`src/rtl/pixel_ram_arbiter_if.sv`:
```
// Client-side bundle for pixel_ram_arbiter: per-client read and write request/grant
// signals, plus the tagged read-return path.
interface pixel_ram_arbiter_if #(
    parameter int ADDR_W = 18,
    parameter int DATA_W = 8
);
    logic [1:0]        rd_req;
    logic [ADDR_W-1:0] rd_addr0;
    logic [ADDR_W-1:0] rd_addr1;
    logic [1:0]        rd_gnt;
    logic [1:0]        rd_valid;
    logic [DATA_W-1:0] rd_data;
    logic [1:0]        wr_req;
    logic [ADDR_W-1:0] wr_addr0;
    logic [ADDR_W-1:0] wr_addr1;
    logic [DATA_W-1:0] wr_data0;
    logic [DATA_W-1:0] wr_data1;
    logic [1:0]        wr_gnt;

    modport master (
        output rd_req, rd_addr0, rd_addr1, wr_req, wr_addr0, wr_addr1, wr_data0, wr_data1,
        input  rd_gnt, rd_valid, rd_data, wr_gnt
    );

    modport slave (
        input  rd_req, rd_addr0, rd_addr1, wr_req, wr_addr0, wr_addr1, wr_data0, wr_data1,
        output rd_gnt, rd_valid, rd_data, wr_gnt
    );
endinterface

```
`src/rtl/pixel_ram_arbiter.sv`:
```
// Two-client round-robin arbiter in front of the dual-port pixel RAM. The read and
// write ports are arbitrated independently, and read returns are steered by a tag pipeline.
module pixel_ram_arbiter #(
    parameter int ADDR_W  = 18,
    parameter int DATA_W  = 8,
    parameter int RAM_LAT = 1
) (
    input  logic              clock,
    input  logic              reset,
    pixel_ram_arbiter_if.slave bus,
    output logic [ADDR_W-1:0] rdaddress,
    output logic [ADDR_W-1:0] wraddress,
    output logic [DATA_W-1:0] data,
    output logic              wren,
    input  logic [DATA_W-1:0] q
);
    localparam int DEPTH = 1 + RAM_LAT;

    // Index 0 is the read port, index 1 is the write port.
    logic [1:0][1:0] w_req;
    logic [1:0]      w_rd_gnt;
    logic [1:0]      w_wr_gnt;

    assign w_req = {bus.wr_req, bus.rd_req};

    for (genvar gi = 0; gi < 2; gi++) begin : g_arb
        logic [1:0] w_gnt;
        logic       r_prio;   // 0 favours client 0, 1 favours client 1

        always_comb begin
            w_gnt = 2'b00;
            if (!reset) begin
                case (w_req[gi])
                    2'b01:   w_gnt = 2'b01;
                    2'b10:   w_gnt = 2'b10;
                    2'b11:   w_gnt = r_prio ? 2'b10 : 2'b01;
                    default: w_gnt = 2'b00;
                endcase
            end
        end

        // After any grant, priority moves to the client that was not served.
        always_ff @(posedge clock) begin
            if (reset) begin
                r_prio <= 1'b0;
            end else if (w_gnt[0]) begin
                r_prio <= 1'b1;
            end else if (w_gnt[1]) begin
                r_prio <= 1'b0;
            end
        end
    end

    assign w_rd_gnt   = g_arb[0].w_gnt;
    assign w_wr_gnt   = g_arb[1].w_gnt;
    assign bus.rd_gnt = w_rd_gnt;
    assign bus.wr_gnt = w_wr_gnt;

    // Each pipeline stage holds the one-hot owner of the read in flight; zero marks a bubble.
    logic [DEPTH-1:0][1:0] r_tag;

    always_ff @(posedge clock) begin
        if (reset) begin
            r_tag     <= '0;
            rdaddress <= '0;
        end else begin
            r_tag <= {r_tag[DEPTH-2:0], w_rd_gnt};
            if (w_rd_gnt[1]) begin
                rdaddress <= bus.rd_addr1;
            end else if (w_rd_gnt[0]) begin
                rdaddress <= bus.rd_addr0;
            end
        end
    end

    assign bus.rd_valid = r_tag[DEPTH-1];
    assign bus.rd_data  = q;

    always_ff @(posedge clock) begin
        if (reset) begin
            wren      <= 1'b0;
            wraddress <= '0;
            data      <= '0;
        end else begin
            wren <= |w_wr_gnt;
            if (w_wr_gnt[1]) begin
                wraddress <= bus.wr_addr1;
                data      <= bus.wr_data1;
            end else if (w_wr_gnt[0]) begin
                wraddress <= bus.wr_addr0;
                data      <= bus.wr_data0;
            end
        end
    end
endmodule

```
`src/flat_wrapper.sv`:
```
// flat-port wrapper written by rule: the top's interface ports become plain ports
module pixel_ram_arbiter_flat 
#(
    parameter int ADDR_W  = 18,
    parameter int DATA_W  = 8,
    parameter int RAM_LAT = 1
)
  (clock, reset, rdaddress, wraddress, data, wren, q, bus_rd_req, bus_rd_addr0, bus_rd_addr1, bus_wr_req, bus_wr_addr0, bus_wr_addr1, bus_wr_data0, bus_wr_data1, bus_rd_gnt, bus_rd_valid, bus_rd_data, bus_wr_gnt);
  pixel_ram_arbiter_if #(.ADDR_W(ADDR_W), .DATA_W(DATA_W)) bus_i ();
  input  logic clock;
  input  logic reset;
  output logic [ADDR_W-1:0] rdaddress;
  output logic [ADDR_W-1:0] wraddress;
  output logic [DATA_W-1:0] data;
  output logic wren;
  input  logic [DATA_W-1:0] q;
  input wire logic [$bits(bus_i.rd_req)-1:0] bus_rd_req;
  input wire logic [$bits(bus_i.rd_addr0)-1:0] bus_rd_addr0;
  input wire logic [$bits(bus_i.rd_addr1)-1:0] bus_rd_addr1;
  input wire logic [$bits(bus_i.wr_req)-1:0] bus_wr_req;
  input wire logic [$bits(bus_i.wr_addr0)-1:0] bus_wr_addr0;
  input wire logic [$bits(bus_i.wr_addr1)-1:0] bus_wr_addr1;
  input wire logic [$bits(bus_i.wr_data0)-1:0] bus_wr_data0;
  input wire logic [$bits(bus_i.wr_data1)-1:0] bus_wr_data1;
  output wire logic [$bits(bus_i.rd_gnt)-1:0] bus_rd_gnt;
  output wire logic [$bits(bus_i.rd_valid)-1:0] bus_rd_valid;
  output wire logic [$bits(bus_i.rd_data)-1:0] bus_rd_data;
  output wire logic [$bits(bus_i.wr_gnt)-1:0] bus_wr_gnt;
  assign bus_i.rd_req = bus_rd_req;
  assign bus_i.rd_addr0 = bus_rd_addr0;
  assign bus_i.rd_addr1 = bus_rd_addr1;
  assign bus_i.wr_req = bus_wr_req;
  assign bus_i.wr_addr0 = bus_wr_addr0;
  assign bus_i.wr_addr1 = bus_wr_addr1;
  assign bus_i.wr_data0 = bus_wr_data0;
  assign bus_i.wr_data1 = bus_wr_data1;
  assign bus_rd_gnt = bus_i.rd_gnt;
  assign bus_rd_valid = bus_i.rd_valid;
  assign bus_rd_data = bus_i.rd_data;
  assign bus_wr_gnt = bus_i.wr_gnt;
  pixel_ram_arbiter #(.ADDR_W(ADDR_W), .DATA_W(DATA_W), .RAM_LAT(RAM_LAT)) u_core (.clock(clock), .reset(reset), .bus(bus_i), .rdaddress(rdaddress), .wraddress(wraddress), .data(data), .wren(wren), .q(q));
endmodule
```
`config.mk`:
```
export PLATFORM = sky130hd
export DESIGN_NAME = pixel_ram_arbiter_flat
export DESIGN_NICKNAME = d
export VERILOG_FILES = /design/src/rtl/pixel_ram_arbiter_if.sv /design/src/rtl/pixel_ram_arbiter.sv /design/src/flat_wrapper.sv
export SDC_FILE = /design/constraint.sdc
export NUM_CORES = 1
export LEC_CHECK = 0
export ABC_AREA = 1
export CORE_UTILIZATION = 38
export CTS_CLUSTER_DIAMETER = 40
export DETAILED_ROUTE_END_ITERATION = 10
export GPL_ROUTABILITY_DRIVEN = 0
export GPL_TIMING_DRIVEN = 0
export PLACE_DENSITY = 0.83
export SLEW_MARGIN = 20
export SYNTH_ARGS = -nofsm -noshare
export SYNTH_HDL_FRONTEND = slang
export SYNTH_SLANG_ARGS = --single-unit
```
`constraint.sdc`:
```
create_clock -name clock -period 1.5 [get_ports clock]
set_input_delay 0.3 -clock clock [delete_from_list [all_inputs] [get_ports clock]]
set_output_delay 0.3 -clock clock [all_outputs]
set_load 0.005 [all_outputs]
```
* Word-level counts from Yosys, hierarchy flattened
Cells that the tools add are included.
** Cells by class
- Eq/ne operators :: 6
- Muxes and demuxes :: 16
- Reduce and logical (&&, ||, !) cells :: 3
** Operators with widths (count)
- 2-to-1 mux 18 bit :: 4
- 2-to-1 mux 8 bit :: 2
- one-hot mux 2 bit (3 select lines) :: 2
- == test 2 bit (second input constant) :: 4
- 2-to-1 mux 2 bit :: 4
- == test 2 x 1 -> 1 bit (second input constant) :: 2
- 2-to-1 mux 1 bit :: 4
- nonzero test 2 bit :: 2
- OR reduction 2 bit :: 1
** Word-level totals
- Bits in registers :: 51
- Bits of input ports :: 102
- Output and inout bits :: 59
- Word-level logic and storage cells :: 33

* Longest topological paths before layout
Gate-level depths: netlist (run 1).
- Depth after elaboration :: 5
- Mapped depth :: 9
- Mapped depth without buffers :: 6

* Least setup slack after synthesis (run 1)
OpenSTA, ideal clock, no wires.
- Kind :: input -> register
- From :: in reset
- To :: reg u_core.data[0]
- Setup time :: 0.115 ns
- Arrival time :: 1.070 ns
- Required time :: 1.385 ns
- Slack :: 0.315 ns
- Stages :: 6
- Path buffers :: 2
- Cell sequence :: buf_6 nor2_4 buf_1 a21oi_1 nor2_1 nor2_1
** Between the ends
- Word-level cells in the longest chain between the ends :: 2
- Elaborated cells between the ends (all ways) :: 3
- Classes of those cells :: mux (2); reduce/logical (1)
** RTL lines
- start: declaration :: line flat_wrapper.sv:11 : input logic reset;
- 2-to-1 mux 2 bit :: line pixel_ram_arbiter.sv:32 : if (!reset) begin
- 2-to-1 mux 8 bit or nonzero test 2 bit (tied branches)
- end signal: assignment :: line pixel_ram_arbiter.sv:88 : data <= bus.wr_data1;
- end signal: assignment :: line pixel_ram_arbiter.sv:91 : data <= bus.wr_data0;
- end: declaration :: line pixel_ram_arbiter.sv:13 : output logic [DATA_W-1:0] data,
Several ways; a longest one is shown, not always the timed one.
A chain may end at the register's enable or synchronous reset.

* Worst setup path in the final report (run 1)
- From :: reg u_core.rdaddress[7]
- To :: out rdaddress[7]
** RTL lines
- start: declaration :: line pixel_ram_arbiter.sv:11 : output logic [ADDR_W-1:0] rdaddress,
- start signal: assignment :: line pixel_ram_arbiter.sv:69 : rdaddress <= bus.rd_addr1;
- start signal: assignment :: line pixel_ram_arbiter.sv:71 : rdaddress <= bus.rd_addr0;
- end: declaration :: line flat_wrapper.sv:12 : output logic [ADDR_W-1:0] rdaddress;
No word-level cell between the ends.

==> results of run 1 <==
-- per-layer routing --
metal | up-vias | wire length (um) | GRT usage
met2 | 142 | 4040 | 0.389
li1 | 1658 | - | -
met4 | 0 | 85 | 0.0700
met5 | - | 0 | 0
met3 | 6 | 750 | 0.0531
met1 | 1380 | 3530 | 0.267
-- worst register-to-register path: cells and delay by family, from the launching register on --
kind                   cells  cell delay, ns
AO/OA/AOI/OAI              1            0.12
buffers and inverters      2            0.33
flip-flops                 1            0.35
AND/OR/NAND/NOR            3            0.39
-- layout by cell type, fill, tap and decap left out, drive strengths merged --
cell             n
nor2            92
clkdlybuf4s50  134
nand2           54
nand3           44
a21oi           52
buf             35
inv             51
dlymetal6s2s     7
clkinv           1
clkdlybuf4s15    1
o21ai           44
clkinvlp         1
dlygate4sd2      9
dfxtp           51
clkbuf          12
-- cell families (layout without fill, tap and decap cells) --
logic type      count (synthesis)  in the layout  synth area share
compound gates                 96             96             0.175
flops                          51             51             0.371
simple gates                  190            190             0.291
buf+inv                        91            251             0.163
-- state kept, by name (all words and copies together), names as in the netlist --
signal and cells:
u_core.g_arb.r_prio 2, u_core.wren 1, u_core.data 8, u_core.rdaddress 18, u_core.bus.rd_valid 2, u_core.r_tag 2, u_core.wraddress 18
-- where the power goes --
| part | switching, uW | leakage (uW) | internal, uW |
|---|---|---|---|
| clock | 443 | 0.0000412 | 327 |
| combinational | 444 | 0.00166 | 601 |
| sequential | 58.2 | 0.000426 | 1470 |
| total | 946 | 0.00213 | 2400 |
-- worst paths after layout --
kind,start,to,slack (ns),depth (start not counted)
worst max-delay path,u_core.rdaddress[7],rdaddress[7],0.03,1
worst min-delay path,reset,u_core.bus.rd_valid[0],0.22,2
worst max register to register,u_core.g_arb[1].r_prio,u_core.wraddress[17],0.21,6
worst min register to register,u_core.r_tag[0],u_core.bus.rd_valid[0],0.41,2
-- through the flow --
stage	instances	hold slack [ns]	util	total power (uW)	cell area, um2
floorplan	428	0.388	-	2010	2750
global placement	675	0.394	0.635	2590	4380
detailed placement	675	0.398	0.635	2610	4380
CTS	684	0.207	0.648	3370	4470
global route	684	0.211	0.652	3550	4500
finish	684	0.224	0.652	3350	4500
-- final cells by class --
| cell class | count | area [um2] | share of cell area |
|---|---|---|---|
| Tap cell | 96 | 120 | 0.0267 |
| Sequential cell | 51 | 1030 | 0.229 |
| Timing Repair Buffer | 152 | 1530 | 0.339 |
| Clock buffer | 6 | 72.6 | 0.0161 |
| Inverter | 51 | 194 | 0.0431 |
| Buffer | 40 | 258 | 0.0573 |
| Multi-Input combinational cell | 286 | 1290 | 0.286 |
| Clock inverter | 2 | 12.5 | 0.00278 |
-- repair_timing --
item,in CTS,in global routing
pin swaps,1,0
setup endpoints to repair,26,33
gates resized for setup,15,18
setup buffers,1,0
==> results.md, run 1 <==
- Clk sinks: 51
- Post-synthesis sequential area ratio: 0.371
- Port Buf Inserts: 151
- CTS Hold Bufs: 0
- Net Count, Synth: 530
- Power Density: ~740 mW/mm2
- CTS tree: built
- Iter 0 DRT Violations: 129
- Vias in the first global route: just under 3000
- Global-route wire length before repair: roughly 13000 um
- WL/cell: roughly 12 um
- Status: completed
- Fmax: ~0.68 GHz
- Drt via density: approximately 4.7
- DRT Pass-1 Iters: 5
- Yosys warnings: 0
- Crit path kind: flop to output pin
- Largest net degree at the start of global routing: 16
- Syn-to-layout area delta: 63.6%
- Pre-CTS setup slack: -0.410 ns
- CTS buffer count: 5
- Top delay family on crit path: buffers and inverters
- Synth Register Bits: ~50
- Clk root buf: clkbuf_8
- Hold Path Class: input port to flop
- Gr usage total: 0.222
- Die span in y: approximately 87 um
- Chip width: about 87 um
- Final hold vios: 0
- CP max stage cell: clkdlybuf4s50_1
- Slew HR: 0.677
- Crit path cell chain: clkdlybuf4s50_1
- Post-DP HPWL: 6510 um
- Worst Setup Start Kind: flop
- Slew Limit Fails: 0
- Most common cell in the netlist: nor2_1
- Die area: around 0.0076 mm2
- Post-synth EDFFs: 0
- WP data arrival: 1.17 ns
- Worst VDD drop: roughly 0.34 mV
- TNS Setup: 0 ns
- Worst-Margin Slew: between 0.4 and 0.5 ns
- Post-synth ARST share: 0
- Synth top cells by count: nor2_1, a21oi_1, dfxtp_1, inv_1, nand2_1
- Syn Area/Cell: between 6 and 7 um2
- Synth cell types: 17
- Setup Viol. Count Final: 0
- Post-synthesis cell count: 428
- Worst clock skew: 0.00530 ns
- Lkg Pwr: 0.00213 uW
- Tcrit/Tclk final: 0.982
- Crit-path max FO: 2
- FILL cells: 640
- Via count: roughly 3200
- Critical Path Max Stage Delay: just over 0.5 ns
- PnR worst setup slack: ~0.027 ns
- Routed Wire Length: about 8400 um
- CTS H-tree lvls: 2
- Synth top area cells: dfxtp_1, nor2_1, a21oi_1
- Top cell type's share of synthesized area: 0.371
- Grt ovf: 0
- Crit path time final: about 1.5 ns
- CTS clk-pin slew, worst paths: roughly 0.090 ns
- Ys flop type: dfxtp_1
- Crit path buffers/inverters: 1
- Initial antenna violation count: 0
- Clk buf depth: 2
- Worst skew pair latency: 0.30 ns
- Post-route ant nets: 0
- Max-Cap Viols: 0
- Row count: 30
- Core Footprint: slightly below 0.007 mm2
- Post-Syn Area: about 0.0028 mm2
- DR DRC count: 0
- Cell taking the most area after synthesis: dfxtp_1
- Share of layout cells above drive strength 1: 0.104
- Final net count: 689
- Starting density of the core: 0.398
- RSZ-0062 raised after global routing: false
- I/O pins: roughly 160
- Crit path capture type: output pin
- CP required: between 1 and 1.5 ns
- Ant diodes: 0
(Power assumes the default switching activity.)
==> inputs of run 2 (changes only) <==
Settings changed: SETUP_SLACK_MARGIN set to 0.4, TNS_END_PERCENT set to 5.
==> results.md, run 2 (synthesis gave the netlist of run 1 again) <==
- Die span in y: 87.1 um (unchanged)
- R2R depth: 6 (unchanged)
- Area of the multi-input gates: 0.00132 mm2 (+2.2%)
- Pre-CTS setup slack: -0.407 ns (+0.00272 ns)
- Status: completed
- Row count: 30 (unchanged)
- Worst Setup Start Kind: flop
- Reg2Reg Launch Point: u_core.g_arb[0].r_prio
- Share of layout cells above drive strength 1: 0.176 (+0.0726)
- Hold-critical path depth: 2 (unchanged)
- HP Start: reset
- Worst skew pair latency: 0.30 ns (about the same)
- DR DRC count: 0 (unchanged)
- Slew Limit Fails: 0 (unchanged)
- Top delay family on crit path: flip-flops
- Global-route wire length before repair: 13300 um (unchanged)
- NetSw: 974 uW (+3.0%)
- Flop pwr share: 0.457 (about the same)
- Worst clock skew: 0.00350 ns (-0.00179 ns)
- Chip width: 87.1 um (unchanged)
- CTS H-tree lvls: 2 (unchanged)
- Gr usage total: 0.223 (+0.00170)
- CTS Hold Bufs: 0 (unchanged)
- Crit path kind: flop to output pin
- Starting density of the core: 0.398 (unchanged)
- PnR worst setup slack: 0.238 ns (+0.210 ns)
- I/O pins: 161 (unchanged)
- Critical Path Max Stage Delay: 0.37 ns (-0.14 ns)
- Largest net degree at the start of global routing: 16 (unchanged)
- Initial antenna violation count: 0 (unchanged)
- Sequential Area: 0.00105 mm2 (+2.2%)
- Crit-path max FO: 3 (+1)
- CTS buffer count: 5 (unchanged)
- Clk root buf: clkbuf_8
- Via count: 3319 (+4.2%)
- Drt via density: 4.76 (+2.2%)
- Lkg Pwr: 0.00227 uW (+6.5%)
- CTS clk-pin slew, worst paths: 0.09 ns (about the same)
- Power Density: 730 mW/mm2 (-1.8%)
- FILL cells: 658 (+2.8%)
- Syn-to-layout area delta: 67.3%
- Clk buf depth: 2 (unchanged)
- CP max stage cell: dfxtp_2
- Iter 0 DRT Violations: 134 (+3.9%)
- R2R setup slack: 0.31 ns (+0.10 ns)
- Crit path time final: 1.26 ns (-0.210 ns)
- Cell Count, Final, Fillers Out: 697 (+1.9%)
- Post-DP HPWL: 6570 um (+1.0%)
- DRT Pass-1 Iters: 6 (+1)
- Most common cell after layout, fill and taps aside: clkdlybuf4s50_1
- Hold Path Class: input port to flop
- Crit path capture type: output pin
- Port Buf Inserts: 151 (unchanged)
- Sw Share: 0.290 (+0.00722)
- Clk sinks: 51 (unchanged)
- Combinational share of power: 0.311 (about the same)
- Crit path cell chain: inv_4 > a21oi_2 > buf_2
- Ant diodes: 0 (unchanged)
- Fmax: 0.792 GHz (+17%)
- Hold endpoint: u_core.bus.rd_valid[0]
- Final hold vios: 0 (unchanged)
- Grt ovf: 0 (unchanged)
- Worst VDD drop: 0.315 mV (-6.6%)
- Tcrit/Tclk final: 0.842 (-0.140)
- Core Footprint: 0.00691 mm2 (unchanged)
- Commonest cells after routing, fill and taps aside: clkdlybuf4s50_1, nor2_1, a21oi_1, nand2_1, inv_1
- Largest registers: u_core.rdaddress (18), u_core.wraddress (18), u_core.data (8)
- Setup Viol. Count Final: 0 (unchanged)
- WP data arrival: 0.96 ns (-0.21 ns)
- Slew HR: 0.735 (+0.0583)
- RSZ-0062 raised after global routing: true
- Internal Power: 2390 uW (-0.61%)
- Routed Wire Length: 8860 um (+5.3%)
- Vias in the first global route: 2971 (-0.17%)
- CTS tree: built
- Post-route ant nets: 0 (unchanged)
- WL/cell: 12.7 um (+3.3%)
- Crit path buffers/inverters: 2 (+1)
- Worst-Margin Slew: 0.398 ns (-0.0874 ns)
- CP required: 1.20 ns (about the same)
- Final net count: 702 (+1.9%)
- Die area: 0.00758 mm2 (unchanged)
- Reg2reg end: u_core.rdaddress[12]
- Clock share of power: 0.232 (+0.002)
- Placed insts: 675 (unchanged)
- Max-Cap Viols: 0 (unchanged)
run 2: changes by cell type in the layout (fill, tap and decap cells not counted), sizes merged:
cell | previous run | this run
dlygate4sd2 | 9 | 46
nand2 | 54 | 55
clkdlybuf4s50 | 134 | 96
dlymetal6s2s | 7 | 0
buf | 35 | 53
clkdlybuf4s15 | 1 | 3
run 2: worst max-delay path by stage:
stage	from	end	slack, ns	cells past startpoint
floorplan	reset	u_core.wraddress[3]	0.33	9
global placement	bus_rd_req[0]	bus_rd_gnt[0]	-0.41	4
detailed placement	bus_rd_req[1]	bus_rd_gnt[1]	-0.41	4
CTS	u_core.g_arb[0].r_prio	bus_rd_gnt[1]	0.23	3
global route	u_core.g_arb[0].r_prio	bus_rd_gnt[1]	0.18	3
finish	u_core.g_arb[1].r_prio	bus_wr_gnt[1]	0.24	3
run 2: repair_timing:
action                                  in CTS  in global routing
endpoints found under the setup margin     105                104
buffers inserted                             5                  5
gates cloned                                 0                  4
resized for setup                          105                 34
pin swaps                                    0                  2
run 2: power by group through the flow:
stage | logic (uW) | clock network (uW) | registers, uW
after floorplan | 452 | 0 | 1560
after global placement | 1040 | 0 | 1550
after detailed placement | 1050 | 0 | 1560
after CTS | 998 | 799 | 1530
after global routing | 1150 | 857 | 1550
final | 1050 | 779 | 1540
run 2: metal layers:
metal	GRT usage	vias to the layer above	part of all wire
met5	0	-	0
met4	0.0656	0	0.016
met3	0.0626	11	0.10
met2	0.405	168	0.48
met1	0.254	1450	0.40
li1	-	1690	-
run 2: through the flow:
| step | hold slack (ns) | total power (uW) | setup TNS [ns] | util | cell area, um2 |
|---|---|---|---|---|---|
| 6_report | 0.219 | 3360 | 0 | 0.666 | 4600 |
| 5_1_grt | 0.208 | 3560 | 0 | 0.666 | 4600 |
| 4_1_cts | 0.210 | 3330 | 0 | 0.651 | 4490 |
| 3_5_place_dp | 0.393 | 2610 | -13.16 | 0.637 | 4400 |
| 3_3_place_gp | 0.394 | 2590 | -12.70 | 0.637 | 4400 |
| 2_1_floorplan | 0.388 | 2010 | 0 | - | 2770 |
run 2: layout make-up:
cell class	instances	area share
tap	96	0.0261
clock buffer	6	0.0158
buffer	40	0.0682
multi-input combinational	287	0.286
sequential	51	0.229
inverter	51	0.0427
clock inverter	2	0.00272
timing repair buffer	164	0.330
==> inputs of run 3 (changes only) <==
Settings changed: CORE_UTILIZATION 38 to 34, PLACE_DENSITY 0.83 to 0.78.
Clock period 1.5 ns to 1.1 ns, I/O delays scaled along.
==> results.md, run 3 (synthesis gave the netlist of run 1 again) <==
- Status: complete, but fails checks
- Failing checks: negative setup slack
- Port Buf Inserts: 151 (unchanged)
- Fmax: between 0.8 and 0.9 GHz
- Initial antenna violation count: 0 (unchanged)
- Placed cell areas: 0.00441 mm2 (+0.23%)
- Top delay family on crit path: flip-flops
- Clk sinks: 51 (unchanged)
- Starting density of the core: 0.354 (-0.0441)
- Post-route ant nets: 0 (unchanged)
- Share of layout cells above drive strength 1: 0.296 (+0.119)
- CTS buffer count: 5 (unchanged)
- R2R depth: 6 (unchanged)
- CTS tree: built
- Largest net degree at the start of global routing: 16 (unchanged)
- Slew Limit Fails: 0 (unchanged)
- Row count: 32 (+6.7%)
- DR DRC count: 0 (unchanged)
- Crit path buffers/inverters: 2 (unchanged)
- Vias in the first global route: 3073 (+3.4%)
- RSZ-0062 raised after global routing: true
- Worst Setup Start Kind: flop
- Most common cell after layout, fill and taps aside: nor2_1
- Worst-Margin Slew: 0.414 ns (+0.0166 ns)
- Max-Cap Viols: 0 (unchanged)
- Crit path cell chain: inv_4 > a21oi_2 > buf_2
- Chip width: 92.0 um (+5.6%)
- Hold Path Class: input port to flop
- Crit path capture type: output pin
- Core Footprint: 0.00777 mm2 (+12%)
- Hold-critical path depth: 2 (unchanged)
- Reg2Reg Launch Point: u_core.g_arb[1].r_prio
- Critical Path Max Stage Delay: 0.39 ns (+0.02 ns)
- Gr usage total: 0.208 (-0.0155)
- Clk buf depth: 2 (unchanged)
- Global-route wire length before repair: 14200 um (+6.7%)
- Crit-path max FO: 3 (unchanged)
- CTS Hold Bufs: 0 (unchanged)
- Iter 0 DRT Violations: 137 (+2.2%)
- Power Density: 1090 mW/mm2 (+49%)
- Crit path time final: 1.18 ns
- PnR worst setup slack: -0.0768 ns (-0.314 ns)
- R2R setup slack: 0 ns (-0.31 ns)
- Worst clock skew: 0.00427 ns (+0.000764 ns)
- Worst skew pair latency: 0.30 ns (about the same)
- Commonest cells after routing, fill and taps aside: nor2_1, clkdlybuf4s50_1, inv_1, nand2_1, nand3_1
- Grt ovf: 0 (unchanged)
- Area of the multi-input gates: 0.00139 mm2 (+5.4%)
- Slew HR: 0.724 (-0.0111)
- Post-DP HPWL: 6780 um (+3.2%)
- HP Start: reset
- Final hold vios: 0 (unchanged)
- DRT Pass-1 Iters: 5 (-1)
- Crit path kind: flop to output pin
- Clk root buf: clkbuf_8
- CTS H-tree lvls: 2 (unchanged)
- Tcrit/Tclk final: 1.07
- Routed Wire Length: 9280 um (+4.8%)
- Die area: 0.00846 mm2 (+11%)
- FILL cells: 706 (+7.3%)
- Reg2reg end: u_core.wraddress[7]
- Final net count: 693 (-1.3%)
- Via count: 3325 (+0.18%)
- CP required: 0.88 ns (-0.32 ns)
- Die span in y: 92.0 um (+5.6%)
- Ant diodes: 0 (unchanged)
- WP data arrival: 0.96 ns (about the same)
- TNS Setup: -0.238 ns (-0.238 ns)
- Design area: 0.00472 mm2 (+2.5%)
- Sequential Area: 0.00108 mm2 (+2.3%)
- Lkg Pwr: 0.00223 uW (-1.6%)
- I/O pins: 161 (unchanged)
- Drt via density: 4.79 (+0.61%)
- CP max stage cell: dfxtp_4
- Syn-to-layout area delta: 71.5%
- CTS clk-pin slew, worst paths: 0.09 ns (about the same)
- Worst VDD drop: 0.452 mV (+43%)
- Hold endpoint: u_core.g_arb[1].r_prio
- Largest registers: u_core.rdaddress (18), u_core.wraddress (18), u_core.data (8)
- WL/cell: 13.4 um (+5.2%)
- Setup Viol. Count Final: 6 (+6)
[run 3: changes by cell type in the layout (fill, tap and decap cells not counted), moves of 3 or more]
cell	previous run	this run
a21oi_1	49	39
dfxtp_1	25	10
nand2_1	48	45
dlygate4sd2_1	46	7
buf_6	13	37
buf_2	18	24
a21oi_2	3	13
clkdlybuf4s50_1	96	88
dfxtp_2	26	39
[run 3: metrics by stage]
stage / hold WS, ns / total power, uW / utilization / cells / setup slack [ns]
finish: 0.146 / 5140 / 0.608 / 694 / -0.0768
global route: 0.132 / 5420 / 0.608 / 694 / -0.125
CTS: 0.131 / 5030 / 0.579 / 690 / -0.0901
detailed placement: 0.398 / 3570 / 0.568 / 681 / -0.648
global placement: 0.400 / 3550 / 0.568 / 681 / -0.638
floorplan: 0.316 / 2750 / - / 428 / 0.0135
[run 3: final cells by class]
type,count,share of cell area
buffer,40,0.0798
clock buffer,6,0.0154
clock inverter,2,0.0127
inverter,51,0.0427
multi-input combinational,287,0.294
sequential,51,0.228
tap,102,0.0270
timing repair buffer,155,0.300
[run 3: worst register-to-register path, stage by stage, from the launching register on]
cell and delay [ns]:
dfxtp_4 0.39, inv_4 0.05, nand2_4 0.12, buf_6 0.17
a21oi_1 0.08, nor2_1 0.14, nor2_1 0.06
[run 3: timing repair]
action	in CTS	in global routing
endpoints found under the hold margin	0	0
pin swaps	2	8
setup buffers	1	1
gates resized for setup	229	109
cloned	0	3
setup endpoints to repair	108	99
[run 3: where the power goes]
group | internal, uW | switching [uW] | leakage, uW | total, uW
Combinational | 836 | 669 | 0.00173 | 1500
Sequential | 2030 | 95.9 | 0.000436 | 2120
Clock | 909 | 606 | 0.0000654 | 1510
Total | 3770 | 1370 | 0.00223 | 5140
[run 3: worst max-delay path by stage]
stage,startpoint,to,slack (ns),depth (start not counted)
final,u_core.g_arb[1].r_prio,bus_wr_gnt[1],-0.08,3
after global routing,u_core.g_arb[1].r_prio,bus_wr_gnt[1],-0.12,3
after CTS,u_core.g_arb[0].r_prio,bus_rd_gnt[1],-0.09,3
after detailed placement,bus_rd_req[0],bus_rd_gnt[0],-0.65,4
after global placement,bus_rd_req[0],bus_rd_gnt[0],-0.64,4
after floorplan,reset,u_core.wraddress[3],0.01,9
[run 3: layer usage]
layer	vias up	wire, um	track usage
met5	-	0	0
li1	1671	-	-
met4	0	97	0.0664
met2	168	4490	0.365
met1	1480	3810	0.253
met3	6	876	0.0406
